**src/rtl/fetch_unit_if.sv**
```systemverilog
// Fetch front-end channels: imem request/response, redirect, and decode hand-off.
interface fetch_unit_if #(
  parameter int XLEN = 32
);
  logic            imem_req_valid;
  logic            imem_req_ready;
  logic [XLEN-1:0] imem_req_addr;
  logic            imem_rsp_valid;
  logic [31:0]     imem_rsp_data;
  logic            redirect_valid;
  logic [XLEN-1:0] redirect_pc;
  logic            if_valid;
  logic            if_ready;
  logic [31:0]     if_inst;
  logic [XLEN-1:0] if_pc;

  modport master (
    output imem_req_valid, imem_req_addr, if_valid, if_inst, if_pc,
    input  imem_req_ready, imem_rsp_valid, imem_rsp_data, redirect_valid, redirect_pc, if_ready
  );

  modport slave (
    input  imem_req_valid, imem_req_addr, if_valid, if_inst, if_pc,
    output imem_req_ready, imem_rsp_valid, imem_rsp_data, redirect_valid, redirect_pc, if_ready
  );
endinterface

```
**src/rtl/fetch_unit.sv**
```systemverilog
// Instruction fetch front end: credit-limited pipelined imem requests, PC-tagged
// prefetch FIFO toward decode, redirect with drain of stale in-flight responses.
module fetch_unit #(
  parameter int              XLEN     = 32,
  parameter int              DEPTH    = 4,
  parameter logic [XLEN-1:0] RESET_PC = '0
) (
  input logic          clk,
  input logic          nrst,
  fetch_unit_if.master bus
);
  localparam int CW = $clog2(DEPTH + 1);
  localparam int PW = $clog2(DEPTH);

  typedef enum logic {FETCH, DRAIN} state_t;

  typedef struct packed {
    logic [XLEN-1:0] pc;
    logic [31:0]     inst;
  } entry_t;

  state_t          state_q, state_d;
  logic [XLEN-1:0] fpc_q, fpc_d;
  logic [XLEN-1:0] rsp_pc_q, rsp_pc_d;
  logic [CW-1:0]   outstanding_q, outstanding_d;
  logic [CW-1:0]   drop_q, drop_d;
  logic [CW-1:0]   count_q, count_d;
  logic [PW-1:0]   rd_ptr_q, rd_ptr_d;
  logic [PW-1:0]   wr_ptr_q, wr_ptr_d;
  entry_t          mem_q [DEPTH];
  entry_t          mem_d [DEPTH];

  logic [CW-1:0]   credit;
  logic            req_valid;
  logic            req_hs;
  logic            rsp_ok;
  logic            head_valid;
  logic            push;
  logic            pop;
  logic [XLEN-1:0] target;

  always_comb begin
    // Credit covers both in-flight and buffered entries, so the FIFO can never overflow.
    credit     = CW'(DEPTH) - outstanding_q - count_q;
    req_valid  = (state_q == FETCH) && (credit != '0) && !bus.redirect_valid;
    req_hs     = req_valid && bus.imem_req_ready;
    rsp_ok     = bus.imem_rsp_valid && (outstanding_q != '0);
    head_valid = (count_q != '0);
    target     = bus.redirect_pc & ~XLEN'(3);

    state_d       = state_q;
    fpc_d         = fpc_q;
    rsp_pc_d      = rsp_pc_q;
    drop_d        = drop_q;
    count_d       = count_q;
    rd_ptr_d      = rd_ptr_q;
    wr_ptr_d      = wr_ptr_q;
    mem_d         = mem_q;
    push          = 1'b0;
    pop           = 1'b0;
    outstanding_d = outstanding_q + CW'(req_hs) - CW'(rsp_ok);

    if (req_hs) fpc_d = fpc_q + XLEN'(4);

    if (bus.redirect_valid) begin
      fpc_d    = target;
      rsp_pc_d = target;
      count_d  = '0;
      rd_ptr_d = '0;
      wr_ptr_d = '0;
    end

    case (state_q)
      FETCH: begin
        if (bus.redirect_valid) begin
          drop_d  = outstanding_d;
          state_d = (outstanding_d != '0) ? DRAIN : FETCH;
        end else begin
          push = rsp_ok;
        end
      end
      DRAIN: begin
        if (rsp_ok && (drop_q != '0)) drop_d = drop_q - CW'(1);
        if (drop_d == '0) state_d = FETCH;
      end
      default: state_d = FETCH;
    endcase

    if (!bus.redirect_valid) begin
      pop = head_valid && bus.if_ready;
      if (push) begin
        mem_d[wr_ptr_q] = '{pc: rsp_pc_q, inst: bus.imem_rsp_data};
        wr_ptr_d        = wr_ptr_q + PW'(1);
        rsp_pc_d        = rsp_pc_q + XLEN'(4);
      end
      if (pop) rd_ptr_d = rd_ptr_q + PW'(1);
      count_d = count_q + CW'(push) - CW'(pop);
    end
  end

  always_ff @(posedge clk) begin
    if (nrst) begin
      state_q       <= FETCH;
      fpc_q         <= RESET_PC;
      rsp_pc_q      <= RESET_PC;
      outstanding_q <= '0;
      drop_q        <= '0;
      count_q       <= '0;
      rd_ptr_q      <= '0;
      wr_ptr_q      <= '0;
    end else begin
      state_q       <= state_d;
      fpc_q         <= fpc_d;
      rsp_pc_q      <= rsp_pc_d;
      outstanding_q <= outstanding_d;
      drop_q        <= drop_d;
      count_q       <= count_d;
      rd_ptr_q      <= rd_ptr_d;
      wr_ptr_q      <= wr_ptr_d;
    end
  end

  // Storage needs no reset: the head is gated by count_q.
  always_ff @(posedge clk) begin
    mem_q <= mem_d;
  end

  assign bus.imem_req_valid = req_valid;
  assign bus.imem_req_addr  = fpc_q;
  assign bus.if_valid       = head_valid;
  assign bus.if_inst        = head_valid ? mem_q[rd_ptr_q].inst : '0;
  assign bus.if_pc          = head_valid ? mem_q[rd_ptr_q].pc : '0;
endmodule

```
**src/flat_wrapper.sv**
```systemverilog
// flat-port wrapper written by rule: the top's interface ports become plain ports
module fetch_unit_flat 
#(
  parameter int              XLEN     = 32,
  parameter int              DEPTH    = 4,
  parameter logic [XLEN-1:0] RESET_PC = '0
)
  (clk, nrst, bus_imem_req_valid, bus_imem_req_addr, bus_if_valid, bus_if_inst, bus_if_pc, bus_imem_req_ready, bus_imem_rsp_valid, bus_imem_rsp_data, bus_redirect_valid, bus_redirect_pc, bus_if_ready);
  fetch_unit_if #(.XLEN(XLEN)) bus_i ();
  input logic clk;
  input logic nrst;
  output wire logic [$bits(bus_i.imem_req_valid)-1:0] bus_imem_req_valid;
  output wire logic [$bits(bus_i.imem_req_addr)-1:0] bus_imem_req_addr;
  output wire logic [$bits(bus_i.if_valid)-1:0] bus_if_valid;
  output wire logic [$bits(bus_i.if_inst)-1:0] bus_if_inst;
  output wire logic [$bits(bus_i.if_pc)-1:0] bus_if_pc;
  input wire logic [$bits(bus_i.imem_req_ready)-1:0] bus_imem_req_ready;
  input wire logic [$bits(bus_i.imem_rsp_valid)-1:0] bus_imem_rsp_valid;
  input wire logic [$bits(bus_i.imem_rsp_data)-1:0] bus_imem_rsp_data;
  input wire logic [$bits(bus_i.redirect_valid)-1:0] bus_redirect_valid;
  input wire logic [$bits(bus_i.redirect_pc)-1:0] bus_redirect_pc;
  input wire logic [$bits(bus_i.if_ready)-1:0] bus_if_ready;
  assign bus_imem_req_valid = bus_i.imem_req_valid;
  assign bus_imem_req_addr = bus_i.imem_req_addr;
  assign bus_if_valid = bus_i.if_valid;
  assign bus_if_inst = bus_i.if_inst;
  assign bus_if_pc = bus_i.if_pc;
  assign bus_i.imem_req_ready = bus_imem_req_ready;
  assign bus_i.imem_rsp_valid = bus_imem_rsp_valid;
  assign bus_i.imem_rsp_data = bus_imem_rsp_data;
  assign bus_i.redirect_valid = bus_redirect_valid;
  assign bus_i.redirect_pc = bus_redirect_pc;
  assign bus_i.if_ready = bus_if_ready;
  fetch_unit #(.XLEN(XLEN), .DEPTH(DEPTH), .RESET_PC(RESET_PC)) u_core (.clk(clk), .nrst(nrst), .bus(bus_i));
endmodule
```
**config.mk**
```make
export PLATFORM = sky130hd
export DESIGN_NAME = fetch_unit_flat
export DESIGN_NICKNAME = d
export VERILOG_FILES = /design/src/rtl/fetch_unit_if.sv /design/src/rtl/fetch_unit.sv /design/src/flat_wrapper.sv
export SDC_FILE = /design/constraint.sdc
export NUM_CORES = 1
export LEC_CHECK = 0
export BUFFER_PORTS_ARGS = -buffer_cell sky130_fd_sc_hd__buf_2
export CAP_MARGIN = 0
export CORE_UTILIZATION = 53
export DETAILED_ROUTE_END_ITERATION = 16
export PLACE_DENSITY_LB_ADDON = 0.15
export SYNTH_ARGS = -nofsm -noshare
export SYNTH_HDL_FRONTEND = slang
export SYNTH_SLANG_ARGS = --single-unit
```
**constraint.sdc**
```tcl
create_clock -name clk -period 2.9 [get_ports clk]
set_input_delay 0.29 -clock clk [delete_from_list [all_inputs] [get_ports clk]]
set_output_delay 0.29 -clock clk [all_outputs]
set_load 0.03 [all_outputs]
```
Word level (Yosys, flattened, before mapping)
Index checks and enable logic that the tools add are counted.
Word-level totals
  input bits: 70
  logic and storage cells: 82
  output and inout bits: 98
  flip-flop bits (word level): 334
Operators by class
  $lt $le $gt $ge: 3
  add/sub/neg operators: 11
  reduce and logical (&&, ||, !) cells: 17
  muxes and demuxes: 29
  equal/unequal tests: 1
  bitwise operators: 4
Operators by type and width (number)
  bitwise mux 256 bit: 1
  2-to-1 mux 32 bit: 7
  2-to-1 mux 64 bit: 3
  binary-select mux 64 bit (select 2 bit): 1
  demux 64 bit (select 2 bit): 1
  adder 32 x 3 -> 32 bit (second input constant): 2
  nonzero test 3 bit: 5
  2-to-1 mux 2 bit: 6
  2-to-1 mux 3 bit: 3
  logical AND 1 bit: 7
  adder 3 x 1 -> 3 bit: 2
  >= comparator 3 bit (second input constant): 2
  inverter 2 -> 3 bit: 2
  one-hot mux 3 bit (2 select lines): 1
  subtractor 3 x 1 -> 3 bit: 2
  2-to-1 mux 1 bit: 5
  adder 2 x 1 -> 2 bit (second input constant): 2
  logical NOT 3 bit: 1
  < comparator 3 x 1 -> 1 bit (second input constant): 1
  subtractor 3 x 1 -> 3 bit (second input constant): 1
  subtractor 3 bit: 1
  subtractor 3 bit (first input constant): 1
  != test 2 bit (second input constant): 1
  inverter 1 bit: 2
  5 further kinds: 5

Longest topological paths before layout
  word-level depth: 12
  gate-level depth with buffers: 14
  depth with buffers taken out: 13

Worst setup path after synthesis
No wires, ideal clock.
  path type: register to register
  from: reg u_core.count_q[1]
  to: reg u_core.state_q
  path buffers: 1
  data required time: 2.767 ns
  library setup time: 0.133 ns
  clock period less this slack: 2.930 ns
  arrival: 2.797 ns
  stages on the path, launching flop included: 15
  slack: -0.030 ns
  path through: dfxtp_1 -> ha_1 -> inv_1 -> ha_1 -> xor2_2 -> xnor2_2 -> a21o_1 -> inv_1 -> buf_4 -> ha_1 -> fa_1 -> xnor2_1 -> nor3_1 -> a21oi_1 -> a31oi_1
Between the ends
  cells in the longest elaborated chain, start to end: 11
Ends and longest elaborated chain
  start, declared: line fetch_unit.sv:27  | logic [CW-1:0] count_q, count_d;
  start signal, assigned: line fetch_unit.sv:117  | count_q <= count_d;
  subtractor 3 bit: line fetch_unit.sv:44  | credit = CW'(DEPTH) - outstanding_q - count_q;
  nonzero test 3 bit: line fetch_unit.sv:45  | req_valid = (state_q == FETCH) && (credit != '0) && !bus.redirect_valid;
  logical AND 1 bit (2 in a row): line fetch_unit.sv:45
  logical AND 1 bit: line fetch_unit.sv:46  | req_hs = req_valid && bus.imem_req_ready;
  adder 3 x 1 -> 3 bit: line fetch_unit.sv:61  | outstanding_d = outstanding_q + CW'(req_hs) - CW'(rsp_ok);
  subtractor 3 x 1 -> 3 bit: line fetch_unit.sv:61
  nonzero test 3 bit: line fetch_unit.sv:77  | state_d = (outstanding_d != '0) ? DRAIN : FETCH;
  2-to-1 mux 1 bit: line fetch_unit.sv:77
  2-to-1 mux 1 bit: line fetch_unit.sv:75  | if (bus.redirect_valid) begin
  one-hot mux 1 bit (2 select lines): line fetch_unit.sv:73  | case (state_q)
  end signal, assigned: line fetch_unit.sv:112  | state_q <= state_d;
  end, declared: line fetch_unit.sv:22  | state_t state_q, state_d;
No other way between the ends.
A chain may end at the register's enable or synchronous reset.

Worst setup path in the final report
Same ends and word-level chain as after synthesis.

==> metrics.md <==
| Metric | Value |
|---|---|
| Run status | `finished, final reports clean` |
| Required arrival time at the worst endpoint | `3.26 ns` |
| Vert. Die Dim | `165 um` |
| Final routed DRC violation total | `0` |
| Crit start category | `flop` |
| Maximum single-stage delay on the critical path | `0.35 ns` |
| Sum of net half-perimeters after detailed placement | `18,300 um` |
| Setup crit end kind | `flop` |
| Number of vias after detailed routing | `8,598` |
| Initial antenna violation count | `0` |
| TritonCTS buffer count | `36` |
| Post-Route Setup TNS | `0 ns` |
| Clock skew | `0.0183 ns` |
| Main synth FF type | `sky130_fd_sc_hd__edfxtp_1` |
| Startpoint of the tightest hold check path | `bus_imem_rsp_data[9]` |
| Final critical delay including setup and external delays | `2.69 ns` |
| Largest cells by area after synthesis | `sky130_fd_sc_hd__edfxtp_1 (55%), sky130_fd_sc_hd__dfxtp_1 (11%), sky130_fd_sc_hd__mux4_2 (10%)` |
| Largest net degree at the start of global routing | `66` |
| Area of the core region | `0.0261 sq mm` |
| Count of cell types in the netlist | `57` |
| Share of the yosys chip area belonging to registers | `0.655` |
| Clock transition time at the flip-flop clock pins of the worst setup and hold paths | `0.06 ns` |
| Depth of the worst register-to-register path | `13` |
| Number of ports placed on the die boundary | `168` |
| Post-Syn Instances | `938` |
| Area added between synthesis and finish | `19.5%` |
| Highest-count cells in the layout ignoring fill and taps | `sky130_fd_sc_hd__edfxtp_1 (256), sky130_fd_sc_hd__buf_2 (163), sky130_fd_sc_hd__and2_1 (76), sky130_fd_sc_hd__dfxtp_1 (72), sky130_fd_sc_hd__mux4_2 (64)` |
| Global-route wire length before repair | `45,500 um` |
| Number of pins exceeding their max-slew limit in the final report | `0` |
| Reg-to-reg endpoint | `u_core.state_q` |
| Number of max-capacitance violations reported | `0` |
| Worst slack at placement | `0.172 ns` |
| Footprint of the multi-input gates | `0.00457 sq mm` |
| Initial DRC count | `569` |
| Top cell family by delay on the critical path | `adder cells` |
| Cell Rows | `59` |
| Starting density of the core | `0.540` |
| Fraction of layout instances using a drive strength above 1 | `0.278` |
| CTS root buffer | `sky130_fd_sc_hd__clkbuf_16` |
| Die outline area | `0.0272 sq mm` |
| Average detailed-routed wire length per instance | `19.5 um` |
| Register area | `0.00922 sq mm` |
| Sink count of the clock tree | `332` |
| Worst hold endpoint | `u_core.mem_q[73]` |
| Pwr Density | `711 mW/mm^2` |
| Flip-flop and latch count after synthesis | `332` |
| Max FO, Critical Path | `4` |
| Rel. slew slack | `0.551` |
| Average vias per placed instance | `5.74` |
| Routed WL | `29,200 um` |
| Final Cell Area | `0.0168 sq mm` |
| Weighted congestion reported at the end of routability-driven placement | `0.851` |
| Cell area after synthesis | `0.0141 sq mm` |
| Most frequent standard cell in the layout excluding fill and tap cells | `sky130_fd_sc_hd__edfxtp_1` |
| Worst slew pin tran | `0.670 ns` |
| Level count of the clock H-tree | `2` |
| Most frequent cell on the critical path | `sky130_fd_sc_hd__ha_1` |
| Cell chain of the critical path | `ha_1 -> inv_1 -> ha_1 -> xor2_2 -> xnor2_2 -> a21o_1 -> inv_2 -> ha_1 -> fa_2 -> xnor2_2 -> nor3_1 -> a21oi_1 -> a31oi_1` |
| Top cell type's share of synthesized area | `0.547` |
| Max VDD drop | `435 uV` |
| Post-synthesis average cell area | `15.0 sq um` |
| Cell taking the most area after synthesis | `sky130_fd_sc_hd__edfxtp_1` |
| Reg2Reg Launch Point | `u_core.count_q[1]` |
| Crit share post-route | `0.926` |
| Number of port buffers | `163` |
| Clock Latency Late Sink | `0.51 ns` |
| Worst R2R Setup Slack | `0.21 ns` |
| Type of the worst setup path | `flop to flop` |
| Clock tree from TritonCTS | `built` |
| Bufs on Longest Clock Path | `3` |
| Finish-stage setup viols | `0` |
| CP max stage cell | `sky130_fd_sc_hd__dfxtp_2` |
| Type of the most critical hold path | `input port to flop` |
| Number of enable flip-flop cells after synthesis | `256` |
| Total buffers and inverters traversed by the critical path | `2` |
| Instance count on the critical path | `13` |
| Number of instances on the worst hold path | `1` |
| Post-DRT Antenna Nets | `0` |
| First-pass detailed-route iteration total | `5` |
| Number of buffers added for setup after CTS | `0` |
| Hold violation count in the final report | `0` |
| Unrepaired setup endpoints after global routing | `false` |
| Maximum clock frequency | `372 MHz` |
| Data arrival time of the worst path | `3.04 ns` |
| Ant diodes | `0` |
| Fillers | `1,883` |
| Global router's overall resource usage | `0.219` |
| Min setup slack post-route | `0.214 ns` |
| Final nets | `1,226` |
| Die outline width | `165 um` |
| GRT overflow | `0` |
| Area after detailed placement | `0.0154 sq mm` |
| Vias in the first global route | `8,453` |
| Leak | `0.00591 uW` |
| Fraction of registers with async set or reset after synthesis | `0` |
| Yosys warnings | `0` |
## worst max-delay path by stage
stage	from	to	slack [ns]
floorplan	u_core.count_q[1]	u_core.state_q	0.02
global placement	u_core.count_q[1]	u_core.state_q	0.25
detailed placement	u_core.count_q[1]	u_core.state_q	0.17
CTS	u_core.count_q[1]	u_core.state_q	0.15
global route	u_core.count_q[1]	u_core.state_q	0.04
finish	u_core.count_q[1]	u_core.state_q	0.21
## metrics by stage
step	utilization	hold WS [ns]	instances	total power [uW]
after detailed placement	0.591	0.447	1411	7610
after global placement	0.591	0.449	1411	7580
final	0.645	0.0158	1497	11900
after global routing	0.645	0.000967	1497	12400
after floorplan	-	0.389	939	6970
after CTS	0.644	0.000337	1497	12000
## cells by family after synthesis
| kind of cell | Yosys count | share of synthesized area |
|---|---|---|
| multiplexers | 72 | 0.108 |
| adder cells (fa/ha/maj) | 17 | 0.0162 |
| XOR/XNOR | 44 | 0.0290 |
| flip-flops | 332 | 0.655 |
| buffers and inverters | 74 | 0.0215 |
| AO/OA/AOI/OAI | 127 | 0.0635 |
| other | 1 | 0.000267 |
| AND/OR/NAND/NOR | 271 | 0.106 |
## layout make-up
| cell class | instances | share of cell area |
|---|---|---|
| tap | 335 | 0.0249 |
| inverter | 22 | 0.00491 |
| timing repair buffer | 214 | 0.0818 |
| clock buffer | 53 | 0.0605 |
| sequential | 332 | 0.548 |
| clock inverter | 8 | 0.00745 |
| multi-input combinational | 533 | 0.272 |
## where the power goes
group          total (uW)  internal (uW)  leakage (uW)  switching (uW)
combinational        1970            760       0.00240            1210
clock                4390           2690      0.000555            1690
sequential           5590           5390       0.00296             196
## state kept, by name (all words and copies together), names as in the netlist
signal	flops
u_core.state_q	1
u_core.rd_ptr_q	2
u_core.bus.imem_req_addr	30
u_core.outstanding_q	3
u_core.drop_q	3
u_core.count_q	3
u_core.mem_q	256
u_core.rsp_pc_q	32
u_core.wr_ptr_q	2
## per-layer routing
metal | vias to the layer above | routed length (um) | global-route usage
met1 | 4215 | 13100 | 0.308
met5 | - | 0 | 0
met4 | 0 | 488 | 0.0567
met2 | 283 | 13800 | 0.355
met3 | 44 | 1810 | 0.0387
li1 | 4056 | - | -
## cells in the mapped netlist, types with 5 or more instances
| cell | n |
|---|---|
| sky130_fd_sc_hd__mux4_2 | 64 |
| sky130_fd_sc_hd__dfxtp_1 | 76 |
| sky130_fd_sc_hd__o21ai_0 | 10 |
| sky130_fd_sc_hd__nand2_1 | 48 |
| sky130_fd_sc_hd__o211ai_1 | 5 |
| sky130_fd_sc_hd__or4_1 | 5 |
| sky130_fd_sc_hd__buf_2 | 5 |
| sky130_fd_sc_hd__and2_1 | 76 |
| sky130_fd_sc_hd__edfxtp_1 | 256 |
| sky130_fd_sc_hd__o21a_1 | 15 |
| sky130_fd_sc_hd__and4_1 | 12 |
| sky130_fd_sc_hd__and3_1 | 15 |
| sky130_fd_sc_hd__ha_1 | 15 |
| sky130_fd_sc_hd__a21boi_0 | 16 |
| sky130_fd_sc_hd__or3_1 | 5 |
| sky130_fd_sc_hd__mux2i_1 | 5 |
| sky130_fd_sc_hd__a311oi_1 | 6 |
| sky130_fd_sc_hd__a211oi_1 | 16 |
| sky130_fd_sc_hd__nand3_1 | 27 |
| sky130_fd_sc_hd__nor4_1 | 20 |
| sky130_fd_sc_hd__nor3_1 | 6 |
| sky130_fd_sc_hd__a21oi_1 | 20 |
| sky130_fd_sc_hd__inv_1 | 18 |
| sky130_fd_sc_hd__clkbuf_1 | 36 |
| sky130_fd_sc_hd__nor2_1 | 32 |
| sky130_fd_sc_hd__a31oi_1 | 12 |
| sky130_fd_sc_hd__nand4_1 | 14 |
| sky130_fd_sc_hd__xnor2_1 | 30 |
| sky130_fd_sc_hd__buf_1 | 7 |
| sky130_fd_sc_hd__nor2b_1 | 5 |
| sky130_fd_sc_hd__xor2_1 | 11 |
## timing repair
action                                  in CTS  in global routing
endpoints found under the setup margin       0                  2
endpoints found under the hold margin       95                  0
hold buffers                                25                  0
resized for setup                            0                  3
No activity file was read; power rests on OpenSTA's default activity.
